<file path="config.mk">
export PLATFORM = sky130hd
export DESIGN_NAME = seg7_counter_mux_flat
export DESIGN_NICKNAME = d
export VERILOG_FILES = /design/src/rtl/seg7_counter_mux_if.sv /design/src/rtl/seg7_counter_mux.sv /design/src/flat_wrapper.sv
export SDC_FILE = /design/constraint.sdc
export NUM_CORES = 1
export LEC_CHECK = 0
export CAP_MARGIN = 20
export CORE_MARGIN = 2
export CORE_UTILIZATION = 41
export CTS_CLUSTER_SIZE = 20
export DETAILED_ROUTE_END_ITERATION = 8
export DONT_BUFFER_PORTS = 1
export HOLD_SLACK_MARGIN = 0.03
export SYNTH_ARGS = -nofsm -noshare
export SYNTH_HDL_FRONTEND = slang
export SYNTH_SLANG_ARGS = --single-unit
</file>
<file path="constraint.sdc">
create_clock -name clk -period 3 [get_ports clk]
set_input_delay 0.3 -clock clk [delete_from_list [all_inputs] [get_ports clk]]
set_output_delay 0.3 -clock clk [all_outputs]
set_load 0.02 [all_outputs]
</file>
<file path="src/rtl/seg7_counter_mux_if.sv">
// Purpose: control inputs and display/counter outputs of the seg7 counter/mux block.
// Latency: none (wiring only).
// Backpressure: none; the driver side may change controls every cycle.
interface seg7_counter_mux_if #(
    parameter int NUM_DIGITS = 4
);
    logic                      ena;
    logic                      count_en;
    logic                      up_dn;
    logic                      hex_mode;
    logic                      load;
    logic [4*NUM_DIGITS-1:0]   load_val;
    logic [4*NUM_DIGITS-1:0]   value;
    logic                      wrap;
    logic [6:0]                seg_out;
    logic                      dp_out;
    logic [NUM_DIGITS-1:0]     digit_sel;

    modport master (
        output ena, count_en, up_dn, hex_mode, load, load_val,
        input  value, wrap, seg_out, dp_out, digit_sel
    );

    modport slave (
        input  ena, count_en, up_dn, hex_mode, load, load_val,
        output value, wrap, seg_out, dp_out, digit_sel
    );
endinterface

</file>
<file path="src/rtl/seg7_counter_mux.sv">
// Purpose: N-digit BCD/hex up/down counter with time-multiplexed 7-segment scan drive.
// Latency: value updates the edge after a tick; display registers follow value/scan one edge later.
// Backpressure: none; ena=0 freezes every register, outputs hold.
module seg7_counter_mux #(
    parameter int NUM_DIGITS   = 4,
    parameter int TICK_DIV     = 1000,
    parameter int SCAN_DIV     = 16,
    parameter bit COMMON_ANODE = 1'b0
) (
    input  logic               clk,
    input  logic               rst,
    seg7_counter_mux_if.slave  ctl
);
    localparam int VW = 4 * NUM_DIGITS;
    localparam int PW = (TICK_DIV   > 1) ? $clog2(TICK_DIV)   : 1;
    localparam int SW = (SCAN_DIV   > 1) ? $clog2(SCAN_DIV)   : 1;
    localparam int IW = (NUM_DIGITS > 1) ? $clog2(NUM_DIGITS) : 1;

    localparam logic [PW-1:0] PRESC_MAX = PW'(TICK_DIV - 1);
    localparam logic [SW-1:0] SCAN_MAX  = SW'(SCAN_DIV - 1);
    localparam logic [IW-1:0] IDX_MAX   = IW'(NUM_DIGITS - 1);

    logic [PW-1:0]         presc_q;
    logic [VW-1:0]         value_q;
    logic [VW-1:0]         value_nxt;
    logic                  wrap_q;
    logic                  wrap_nxt;
    logic                  tick;
    logic                  need_sanitize;
    logic                  carry;
    logic [3:0]            digit;
    logic [3:0]            digit_max;
    logic [SW-1:0]         scan_cnt_q;
    logic [IW-1:0]         scan_idx_q;
    logic [3:0]            cur_digit;
    logic [6:0]            seg_q;
    logic                  dp_q;
    logic [NUM_DIGITS-1:0] sel_q;

    function automatic logic [6:0] seg_decode(input logic [3:0] d);
        logic [6:0] s;
        case (d)
            4'h0: s = 7'h3F;
            4'h1: s = 7'h06;
            4'h2: s = 7'h5B;
            4'h3: s = 7'h4F;
            4'h4: s = 7'h66;
            4'h5: s = 7'h6D;
            4'h6: s = 7'h7D;
            4'h7: s = 7'h07;
            4'h8: s = 7'h7F;
            4'h9: s = 7'h6F;
            4'hA: s = 7'h77;
            4'hB: s = 7'h7C;
            4'hC: s = 7'h39;
            4'hD: s = 7'h5E;
            4'hE: s = 7'h79;
            default: s = 7'h71;
        endcase
        return s;
    endfunction

    assign tick      = ctl.count_en && (presc_q == PRESC_MAX);
    assign digit_max = ctl.hex_mode ? 4'hF : 4'h9;

    // Next counter value: load beats sanitize beats a tick step; carry out of the top digit is the wrap.
    always_comb begin
        value_nxt     = value_q;
        wrap_nxt      = 1'b0;
        need_sanitize = 1'b0;
        carry         = 1'b1;
        digit         = 4'h0;
        for (int i = 0; i < NUM_DIGITS; i++) begin
            if (!ctl.hex_mode && (value_q[4*i +: 4] > 4'd9)) begin
                need_sanitize = 1'b1;
            end
        end
        if (ctl.load) begin
            for (int i = 0; i < NUM_DIGITS; i++) begin
                digit = ctl.load_val[4*i +: 4];
                if (!ctl.hex_mode && (digit > 4'd9)) begin
                    digit = 4'd9;
                end
                value_nxt[4*i +: 4] = digit;
            end
        end else if (need_sanitize) begin
            // Digits left over from hex mode are zeroed; no carry, no wrap, the tick is dropped.
            for (int i = 0; i < NUM_DIGITS; i++) begin
                if (value_q[4*i +: 4] > 4'd9) begin
                    value_nxt[4*i +: 4] = 4'h0;
                end
            end
        end else if (tick) begin
            for (int i = 0; i < NUM_DIGITS; i++) begin
                digit = value_q[4*i +: 4];
                if (carry) begin
                    if (ctl.up_dn) begin
                        if (digit == digit_max) begin
                            digit = 4'h0;
                        end else begin
                            digit = digit + 4'h1;
                            carry = 1'b0;
                        end
                    end else begin
                        if (digit == 4'h0) begin
                            digit = digit_max;
                        end else begin
                            digit = digit - 4'h1;
                            carry = 1'b0;
                        end
                    end
                end
                value_nxt[4*i +: 4] = digit;
            end
            wrap_nxt = carry;
        end
    end

    // Prescaler, counter value and wrap pulse.
    always_ff @(posedge clk) begin
        if (rst) begin
            presc_q <= '0;
            value_q <= '0;
            wrap_q  <= 1'b0;
        end else if (ctl.ena) begin
            if (ctl.load) begin
                presc_q <= '0;
            end else if (ctl.count_en) begin
                presc_q <= (presc_q == PRESC_MAX) ? '0 : presc_q + PW'(1);
            end
            value_q <= value_nxt;
            wrap_q  <= wrap_nxt;
        end
    end

    // Scan timer: each digit is driven for SCAN_DIV cycles, regardless of counting or loads.
    always_ff @(posedge clk) begin
        if (rst) begin
            scan_cnt_q <= '0;
            scan_idx_q <= '0;
        end else if (ctl.ena) begin
            if (scan_cnt_q == SCAN_MAX) begin
                scan_cnt_q <= '0;
                scan_idx_q <= (scan_idx_q == IDX_MAX) ? '0 : scan_idx_q + IW'(1);
            end else begin
                scan_cnt_q <= scan_cnt_q + SW'(1);
            end
        end
    end

    // Select the nibble currently being scanned.
    always_comb begin
        cur_digit = value_q[3:0];
        for (int i = 0; i < NUM_DIGITS; i++) begin
            if (scan_idx_q == IW'(i)) begin
                cur_digit = value_q[4*i +: 4];
            end
        end
    end

    // Display registers, held active-high; panel polarity is applied at the outputs.
    always_ff @(posedge clk) begin
        if (rst) begin
            seg_q <= 7'h3F;
            dp_q  <= 1'b0;
            sel_q <= NUM_DIGITS'(1);
        end else if (ctl.ena) begin
            seg_q <= seg_decode(cur_digit);
            dp_q  <= (scan_idx_q == '0) && !ctl.up_dn;
            sel_q <= NUM_DIGITS'(1) << scan_idx_q;
        end
    end

    assign ctl.value     = value_q;
    assign ctl.wrap      = wrap_q;
    assign ctl.seg_out   = seg_q ^ {7{COMMON_ANODE}};
    assign ctl.dp_out    = dp_q ^ COMMON_ANODE;
    assign ctl.digit_sel = sel_q ^ {NUM_DIGITS{COMMON_ANODE}};
endmodule

</file>
<file path="src/flat_wrapper.sv">
// flat-port wrapper written by rule: the top's interface ports become plain ports
module seg7_counter_mux_flat 
#(
    parameter int NUM_DIGITS   = 4,
    parameter int TICK_DIV     = 1000,
    parameter int SCAN_DIV     = 16,
    parameter bit COMMON_ANODE = 1'b0
)
  (clk, rst, ctl_ena, ctl_count_en, ctl_up_dn, ctl_hex_mode, ctl_load, ctl_load_val, ctl_value, ctl_wrap, ctl_seg_out, ctl_dp_out, ctl_digit_sel);
  seg7_counter_mux_if #(.NUM_DIGITS(NUM_DIGITS)) ctl_i ();
  input  logic clk;
  input  logic rst;
  input wire logic [$bits(ctl_i.ena)-1:0] ctl_ena;
  input wire logic [$bits(ctl_i.count_en)-1:0] ctl_count_en;
  input wire logic [$bits(ctl_i.up_dn)-1:0] ctl_up_dn;
  input wire logic [$bits(ctl_i.hex_mode)-1:0] ctl_hex_mode;
  input wire logic [$bits(ctl_i.load)-1:0] ctl_load;
  input wire logic [$bits(ctl_i.load_val)-1:0] ctl_load_val;
  output wire logic [$bits(ctl_i.value)-1:0] ctl_value;
  output wire logic [$bits(ctl_i.wrap)-1:0] ctl_wrap;
  output wire logic [$bits(ctl_i.seg_out)-1:0] ctl_seg_out;
  output wire logic [$bits(ctl_i.dp_out)-1:0] ctl_dp_out;
  output wire logic [$bits(ctl_i.digit_sel)-1:0] ctl_digit_sel;
  assign ctl_i.ena = ctl_ena;
  assign ctl_i.count_en = ctl_count_en;
  assign ctl_i.up_dn = ctl_up_dn;
  assign ctl_i.hex_mode = ctl_hex_mode;
  assign ctl_i.load = ctl_load;
  assign ctl_i.load_val = ctl_load_val;
  assign ctl_value = ctl_i.value;
  assign ctl_wrap = ctl_i.wrap;
  assign ctl_seg_out = ctl_i.seg_out;
  assign ctl_dp_out = ctl_i.dp_out;
  assign ctl_digit_sel = ctl_i.digit_sel;
  seg7_counter_mux #(.NUM_DIGITS(NUM_DIGITS), .TICK_DIV(TICK_DIV), .SCAN_DIV(SCAN_DIV), .COMMON_ANODE(COMMON_ANODE)) u_core (.clk(clk), .rst(rst), .ctl(ctl_i));
endmodule
</file>
After elaboration in Yosys (flattened, before gate mapping)
Memory sizes are Yosys's and may differ from the RTL's. A register that Yosys moved wholly into a read port is not among the register bits. Cells that the tools add are included.

Add/sub/neg operators: 11. Multiply operators: 0. Div/mod/pow operators: 0. $lt $le $gt $ge: 8. Equal/unequal tests: 13. Shifts and indexed selects: 1. Muxes and demuxes: 66. Bitwise logic cells: 0. Reductions and logical operators: 28.

Operators with widths (count): $mux W4 (27); $mux W16 (3); $gt A4 B4 Y1 const B (8); $mux W1 (31); $mux W10 (3); $add A4 B1 Y4 const B (5); $eq A4 B4 Y1 (4); $logic_not A4 Y1 (4); $sub A4 B1 Y4 const B (4); $ne A3 B3 Y1 const B (4); $reduce_and A4 Y1 (3); $reduce_bool A3 Y1 (4); $add A10 B1 Y10 const B (1); $eq A10 B10 Y1 const B (1); $logic_and A1 B1 Y1 (10); $eq A2 B2 Y1 const B (2); $eq A4 B4 Y1 const B (1); $reduce_and A2 Y1 (2); $shl A1 B2 Y4 const A (1); $mux W3 (1); $reduce_and A3 Y1 (1); $add A2 B1 Y2 const B (1); $eq A2 B1 Y1 const B (1); $logic_not A1 Y1 (2); other kinds (3) (3).

Register bits: 38. Latch bits: 0. RAM bits: 0. Memory bits (read-only): 112. Input bits: 23. Output and inout bits: 29. Logic and storage cells: 138. Memories kept: 1.

Memory list: (name not given) (words 16, width 7, rd ports 1, clocked after Yosys merged registers in 1, wr ports 0, RTL line seg7_counter_mux.sv:42) `case (d)`.

Depth between registers and ports, before layout
Gate-level depths: netlist of the first run.

Depth in word-level cells: 20. Depth in mapped cells: 12. Gate-level depth less buffers: 11.

Worst setup path after synthesis of the first run
OpenSTA, ideal clock, no wires.

Path kind: flip-flop to flip-flop. Start: register u_core.scan_idx_q[1]. End: register u_core.seg_q[6], in the netlist u_core.ctl.seg_out[6]. Library setup time: 91 ps. Arrival: 2226 ps. Required time: 2909 ps. Slack: 683 ps. Stages on the path, launching flop included: 11. Path buffers: 1. Period minus slack after synthesis: 2317 ps. Path through: dfxtp_1 -> inv_1 -> ha_1 -> buf_2 -> mux2i_1 -> o21ai_0 -> mux2i_1 -> inv_1 -> ha_1 -> mux2_1 -> a311oi_1.

Word-level cells in the longest chain between the ends: 4. Elaborated cells between the ends (all ways): 6. Those cells by class: 3 x eq/ne; 3 x mux.

Ends and longest elaborated chain: start, declared (RTL line seg7_counter_mux.sv:34) `logic [IW-1:0] scan_idx_q;`; start signal, assigned (RTL line seg7_counter_mux.sv:144) `scan_idx_q <= (scan_idx_q == IDX_MAX) ? '0 : scan_idx_q + IW'(1);`; $eq A2 B1 Y1 (RTL line seg7_counter_mux.sv:155) `if (scan_idx_q == IW'(i)) begin`; $mux W4 (2 in a row) (RTL line seg7_counter_mux.sv:155); $mux W4 * (RTL line seg7_counter_mux.sv:155); end, declared (RTL line seg7_counter_mux.sv:36) `logic [6:0] seg_q;`.

Mark *: on every way between the ends. The rest lies on a longest branch, timed or not. A chain may end at the register's enable or synchronous reset.

Worst setup path after layout of the first run
Start: register u_core.value_q[12], in the netlist u_core.ctl.value[12]. End: register u_core.value_q[8], in the netlist u_core.ctl.value[8].

Word-level cells in the longest chain between the ends: 5. Elaborated cells between the ends (all ways): 9. Those cells by class: 1 x order compare; 1 x eq/ne; 3 x mux; 4 x reduce/logical.

Ends and longest elaborated chain: start, declared (RTL line seg7_counter_mux.sv:24) `logic [VW-1:0] value_q;`; start signal, assigned (RTL line seg7_counter_mux.sv:131) `value_q <= value_nxt;`; $gt A4 B4 Y1 * (RTL line seg7_counter_mux.sv:74) `if (!ctl.hex_mode && (value_q[4*i +: 4] > 4'd9)) begin`; $logic_and A1 B1 Y1 * (RTL line seg7_counter_mux.sv:74); $mux W1 * (RTL line seg7_counter_mux.sv:74); $ne A3 B3 Y1 (no source line) (tied with other cells); $reduce_and A4 Y1 (no source line) or $mux W16 (tied branches).

Marks and branches as above.

==> impl_results.md, run 1 <==
* Fin crit share at 90.48%
* Ports at 52
* Die W at 98.04 um
* Initial antenna violation count at 0
* Placer Congestion at 0.7984
* Crit end category: flop
* Via/cell ratio at 6.004
* Worst Clk Skew at 0.005138 ns
* Non-Filler Instances at 536
* Full die area at 9612 um^2
* Ys flop type: dfxtp_1
* Diodes inserted at 0
* Layout cells sized above 1 at 7.710%
* WP data arrival at 2.91 ns
* Starting Density at 41.99%
* Area Overhead vs Synth at 2.588%
* # nets final at 479
* Pwr Density at 380.5 nW/um^2
* Seq/Total Area, Yosys at 24.84%
* P_int at 926.3 uW
* # DRC at 0
* Startpoint Class: flop
* # Post-CTS Setup Buffers at 0
* Number of global-route vias before repair at 3112
* TritonRoute pass-1 iters at 4
* Seq cells post-synth at 45
* Die H at 98.04 um
* Mapped Cells at 449
* Slew HR at 54.60%
* Per-cell routed wire length at 17.42 um
* Clk buf depth at 2
* Top achievable clock speed at 368.4 MHz
* Setup_tns at 0 ns
* # hold bufs at CTS at 0
* Row count at 34
* Post-cts sizing count at 0
* Largest net degree at the start of global routing at 45
* Dpl hpwl at 6.621 mm
* Share of the synthesized area in the top cell type at 24.84%
* Slew Limit Fails at 0
* Vias at 3218
* Final WL at 9.337 mm
* Psw at 489.0 uW
* Worst-Skew Late Latency at 0.31 ns
* Inst Count DP at 529
* Tmin final at 2.714 ns
* Post-route ant nets at 0
* Gate power share at 22.5%
* Iter 0 DRT Violations at 176
* CTS tree: built
* Status: completed
* Number of synthesis warnings at 0
* CTS Sinks at 45
* Hold Vio Cnt, Final at 0
* Final setup fails at 0
* Port buffer count at 0
* Crit path max fanout at 12
* CTS clock-pin slew for the worst setup and hold paths at 0.09 ns
* Core Box Area at 8636 um^2
* Peak VDD IR at 0.2108 mV
* Synth unique cells at 73
* Count of flip-flops with a built-in enable after synthesis at 0
* Area of the multi-input gates at 2471 um^2
* CP Class: reg -> reg
* RSZ-0062 raised after global routing: no
* First-pass GRT wire length at 15.41 mm
* Synthesized area at 3626 um^2
* Cells taking the most area after synthesis: dfxtp_1, ha_1, mux2i_1
* Lkg Pwr at 0.001444 uW
* Inserted Clock Buffers at 5
* H-tree depth at 2
* Sequential Power Share at 49.8%
* Worst EP required at 3.19 ns
* Post-synth ARST share at 0%
* Avg Cell Area, Syn at 8.076 um^2
* GRT Util Overall at 19.35%
* Least-Margin Pin Slew at 0.6803 ns
* Filler instances at 896
* Post-synth top area cell: dfxtp_1
* Hold WC Path Type: in -> reg
* Mapped Nets at 500
* Root Buffer: clkbuf_8
* Area occupied by registers at 900.9 um^2
* Remaining Overflow, GRT at 0
* Max-Cap Viols at 0
* Clock power share at 27.7%
* Sw Share at 34.55%
-- registers in the layout (all words and copies together), names as in the netlist --
| signal | count |
|---|---|
| u_core.ctl.dp_out | 1 |
| u_core.scan_idx_q | 2 |
| u_core.scan_cnt_q | 4 |
| u_core.ctl.value | 16 |
| u_core.ctl.wrap | 1 |
| u_core.ctl.seg_out | 7 |
| u_core.ctl.digit_sel | 4 |
| u_core.presc_q | 10 |
-- critical path, stage by stage, from the launching register on --
cell	delay, ns
dfxtp_1	0.74
inv_1	0.19
ha_1	0.28
o21bai_1	0.21
nand2_1	0.12
a41oi_2	0.40
nor2_2	0.25
a221oi_1	0.34
a211oi_1	0.08
-- kinds of logic after synthesis --
group / Yosys count / share of synthesized area, %
AO/OA/AOI/OAI: 138 / 27.81
multiplexers: 25 / 7.039
flip-flops: 45 / 24.84
XOR/XNOR: 11 / 2.657
AND/OR/NAND/NOR: 146 / 20.98
buffers and inverters: 56 / 7.004
adder cells (fa/ha/maj): 28 / 9.662
-- layer usage --
| metal | vias up | GRT usage [%] | routed length (um) |
|---|---|---|---|
| li1 | 1609 | - | - |
| met1 | 1535 | 23.86 | 4183 |
| met2 | 64 | 34.14 | 4473 |
| met3 | 10 | 4.724 | 575 |
| met4 | 0 | 4.274 | 104 |
| met5 | - | 0 | 0 |
-- stage by stage --
| stage | worst slack [ns] | cell area [um^2] | total power (uW) | utilization [%] | hold slack, ns |
|---|---|---|---|---|---|
| after detailed placement | 0.3262 | 3635 | 1033 | 42.09 | 0.3772 |
| after CTS | 0.3321 | 3720 | 1422 | 43.07 | 0.04335 |
| after global placement | 0.3955 | 3635 | 1028 | 42.09 | 0.3742 |
| final | 0.2856 | 3720 | 1415 | 43.07 | 0.04445 |
| after floorplan | 0.6830 | 3626 | 989.4 | - | 0.4584 |
| after global routing | 0.1239 | 3720 | 1486 | 43.07 | 0.03592 |
-- final cells by class --
| type | instances | share of cell area [%] |
|---|---|---|
| Tap cell | 108 | 3.633 |
| Clock inverter | 2 | 0.4373 |
| Inverter | 22 | 2.220 |
| Timing Repair Buffer | 6 | 1.211 |
| Multi-Input combinational cell | 348 | 66.43 |
| Clock buffer | 5 | 1.850 |
| Sequential cell | 45 | 24.22 |
-- power by group through the flow --
stage	Sequential (uW)	Combinational [uW]	Clock, uW
floorplan	691	298	0
global placement	718	310	0
detailed placement	718	315	0
CTS	704	318	401
global route	711	358	418
finish	705	319	392
-- final timing paths --
check | from | endpoint | slack [ns] | cells past startpoint
hold / removal | rst | u_core.scan_cnt_q[1] | 0.04 | 1
setup reg to reg | u_core.ctl.value[12] | u_core.ctl.value[8] | 0.29 | 8
setup / recovery | u_core.ctl.value[12] | u_core.ctl.value[8] | 0.29 | 8
hold reg to reg | u_core.scan_cnt_q[3] | u_core.scan_cnt_q[3] | 0.50 | 2
-- cells in the mapped netlist, types with 3 or more instances --
cell      count
nand2_1      36
o21bai_1      9
nor2_1       41
a31oi_1       8
a21oi_1      25
buf_2        11
ha_1         28
nand3_1      18
dfxtp_1      45
mux2_2        3
a22oi_1       4
o21ai_0      22
o211ai_1      5
o21ai_1       6
o31ai_1       5
nand2b_1      3
and3_1        8
nor3_1       10
a211oi_1     14
xor2_1       10
inv_1        19
a311oi_1      6
clkinv_1      3
buf_6         3
nor4b_1       4
nand4_1       4
or3b_1        4
nand3b_1      3
mux2i_1      21
clkbuf_1     17
-- cell usage in the layout, fill, tap and decap left out, types with 5 or more instances in the layout --
master and n:
dfxtp_1 45, nor2_1 41, nand2_1 36, ha_1 28, a21oi_1 25, o21ai_0 22, mux2i_1 21, inv_1 19
nand3_1 18, a211oi_1 14, nor3_1 10, xor2_1 10, o21bai_1 9, and3_1 8, a31oi_1 8, o21ai_1 6
a311oi_1 6, buf_4 6, o31ai_1 5, o211ai_1 5, clkbuf_8 5
(Power assumes the default switching activity.)
==> run 2, diff against run 1 <==
CORE_UTILIZATION = 44   (was 41)
==> run 2 against run 1 <==
Via count is essentially flat. Flip-flop and latch count unchanged. Core utilization grew 3.4 points. Hold slack improved by 0.0086 ns. Die area shrank 6.5%. Worst setup slack gained 0.040 ns. Sequential share of layout area decreased by 0.25 points. Combinational power up 3%. Critical endpoint unchanged.
==> impl_results.md, run 2 (synthesis results as in run 1) <==
* Worst Reg-to-Reg Cells at 8
* Pwr Density at 388.7 nW/um^2
* Die H at 94.78 um
* Metal2 WL at 4.452 mm
* Max FFs per register at 16
* Hold WC Path Type: in -> reg
* Crit path max fanout at 12
* Final setup fails at 0
* TritonRoute pass-1 iters at 4
* Worst EP required at 3.18 ns
* Non-Filler Instances at 537
* Crit end category: flop
* WP data arrival at 2.86 ns
* Final WL at 9.298 mm
* Placer Congestion at 0.8321
* Inst Count DP at 529
* Commonest non-fill, non-tap cell in the layout: dfxtp_1
* Peak VDD IR at 0.1908 mV
* Core Box Area at 8093 um^2
* Hold endpoint: u_core.ctl.dp_out
* CTS clock-pin slew for the worst setup and hold paths at 0.09 ns
* Post-route ant nets at 0
* # hold bufs at CTS at 0
* Iter 0 DRT Violations at 249
* Worst-Skew Late Latency at 0.30 ns
* Setup_tns at 0 ns
* Die W at 94.78 um
* Top Layer Used: met4
* Fin crit share at 89.15%
* Via/cell ratio at 5.994
* Least-Margin Pin Slew at 0.6784 ns
* Root Buffer: clkbuf_8
* Max-Cap Viols at 0
* Initial antenna violation count at 0
* First-pass GRT wire length at 15.30 mm
* Starting Density at 44.81%
* R2r setup slk at 0.33 ns
* RR Endpoint: u_core.ctl.value[8]
* Startpoint Class: flop
* Full die area at 8983 um^2
* CTS tree: built
* # DRC at 0
* Clk buf depth at 2
* Number of global-route vias before repair at 3100
* Dpl hpwl at 6.580 mm
* H-tree depth at 2
* Remaining Overflow, GRT at 0
* # Post-CTS Setup Buffers at 0
* Hold Vio Cnt, Final at 0
* Area Overhead vs Synth at 3.658%
* Hold Startpoint: rst
* Tmin final at 2.675 ns
* Lkg Pwr at 0.001474 uW
* Post-Route M1 WL at 4.161 mm
* Placed Area at 3654 um^2
* Hold path depth at 1
* Top achievable clock speed at 373.9 MHz
* RSZ-0062 raised after global routing: no
* Diodes inserted at 0
* Row count at 33
* Total power at 1461 uW
* CTS Sinks at 45
* Layout cells sized above 1 at 8.565%
* Vias at 3219
* Post-layout instance area at 3759 um^2
* Status: completed
* Per-cell routed wire length at 17.31 um
* Largest net degree at the start of global routing at 45
* Inserted Clock Buffers at 5
* # nets final at 482
* Slew Limit Fails at 0
* Port buffer count at 0
* GRT Util Overall at 21.54%
* Ports at 52
* Slew HR at 54.73%
* DR WL met3 at 558 um
* Post-cts sizing count at 0
* CP Class: reg -> reg
* Worst Clk Skew at 0.007701 ns
* Commonest non-fill, non-tap cells in the layout: dfxtp_1, nor2_1, nand2_1, ha_1, a21oi_1
* Worst flop-to-flop path startpoint: u_core.ctl.value[8]
-- run 2: cell count changes in the layout (fill, tap and decap cells not counted), sizes merged --
cell	delta
inv	+1
clkinv	-1
buf	+3
clkbuf	+2
clkinvlp	-1
-- run 2: worst max-delay path by stage --
stage,from,endpoint,slack [ns],depth (start not counted)
4_1_cts,u_core.ctl.value[8],u_core.ctl.value[8],0.31,8
3_3_place_gp,u_core.ctl.value[8],u_core.ctl.value[8],0.31,8
6_report,u_core.ctl.value[8],u_core.ctl.value[8],0.33,8
3_5_place_dp,u_core.ctl.value[8],u_core.ctl.value[8],0.33,8
5_1_grt,u_core.ctl.value[8],u_core.ctl.value[8],0.07,8
2_1_floorplan,u_core.scan_idx_q[1],u_core.ctl.seg_out[6],0.68,10
-- run 2: final cells by class --
cell class                      instances  area [um^2]
Tap cell                              105        131.4
Fill cell                             833         4334
Clock inverter                          1        8.758
Clock buffer                            7        96.34
Multi-Input combinational cell        348         2471
Timing Repair Buffer                    9        67.56
Inverter                               22        82.58
Sequential cell                        45        900.9
-- run 2: routing by layer --
layer  track usage, %  vias to the layer above
met4            6.401                        0
met2            36.29                       76
met1            27.90                     1524
met3            4.070                       11
li1                 -                     1608
met5                0                        -
-- run 2: through the flow --
step	hold slack [ns]	utilization (%)	setup WS [ns]
finish	0.05302	46.44	0.3255
global route	0.03552	46.44	0.07282
CTS	0.04255	46.44	0.3136
detailed placement	0.3761	45.15	0.3332
global placement	0.3742	45.15	0.3093
floorplan	0.4584	-	0.6830
-- run 2: critical path, cell delays in order (launching register included) --
cell      delay (ns)
dfxtp_1         0.65
inv_1           0.21
ha_1            0.28
o21bai_1        0.17
nand2_1         0.11
a41oi_2         0.47
nor2_2          0.26
a221oi_1        0.31
a211oi_1        0.08
-- run 2: report_power, final --
part	leakage [uW]	switching, uW	internal (uW)	total, uW
Combinational	0.00105	184	144	328
Clock	0.0000549	223	213	436
Sequential	0.000368	72.8	624	697
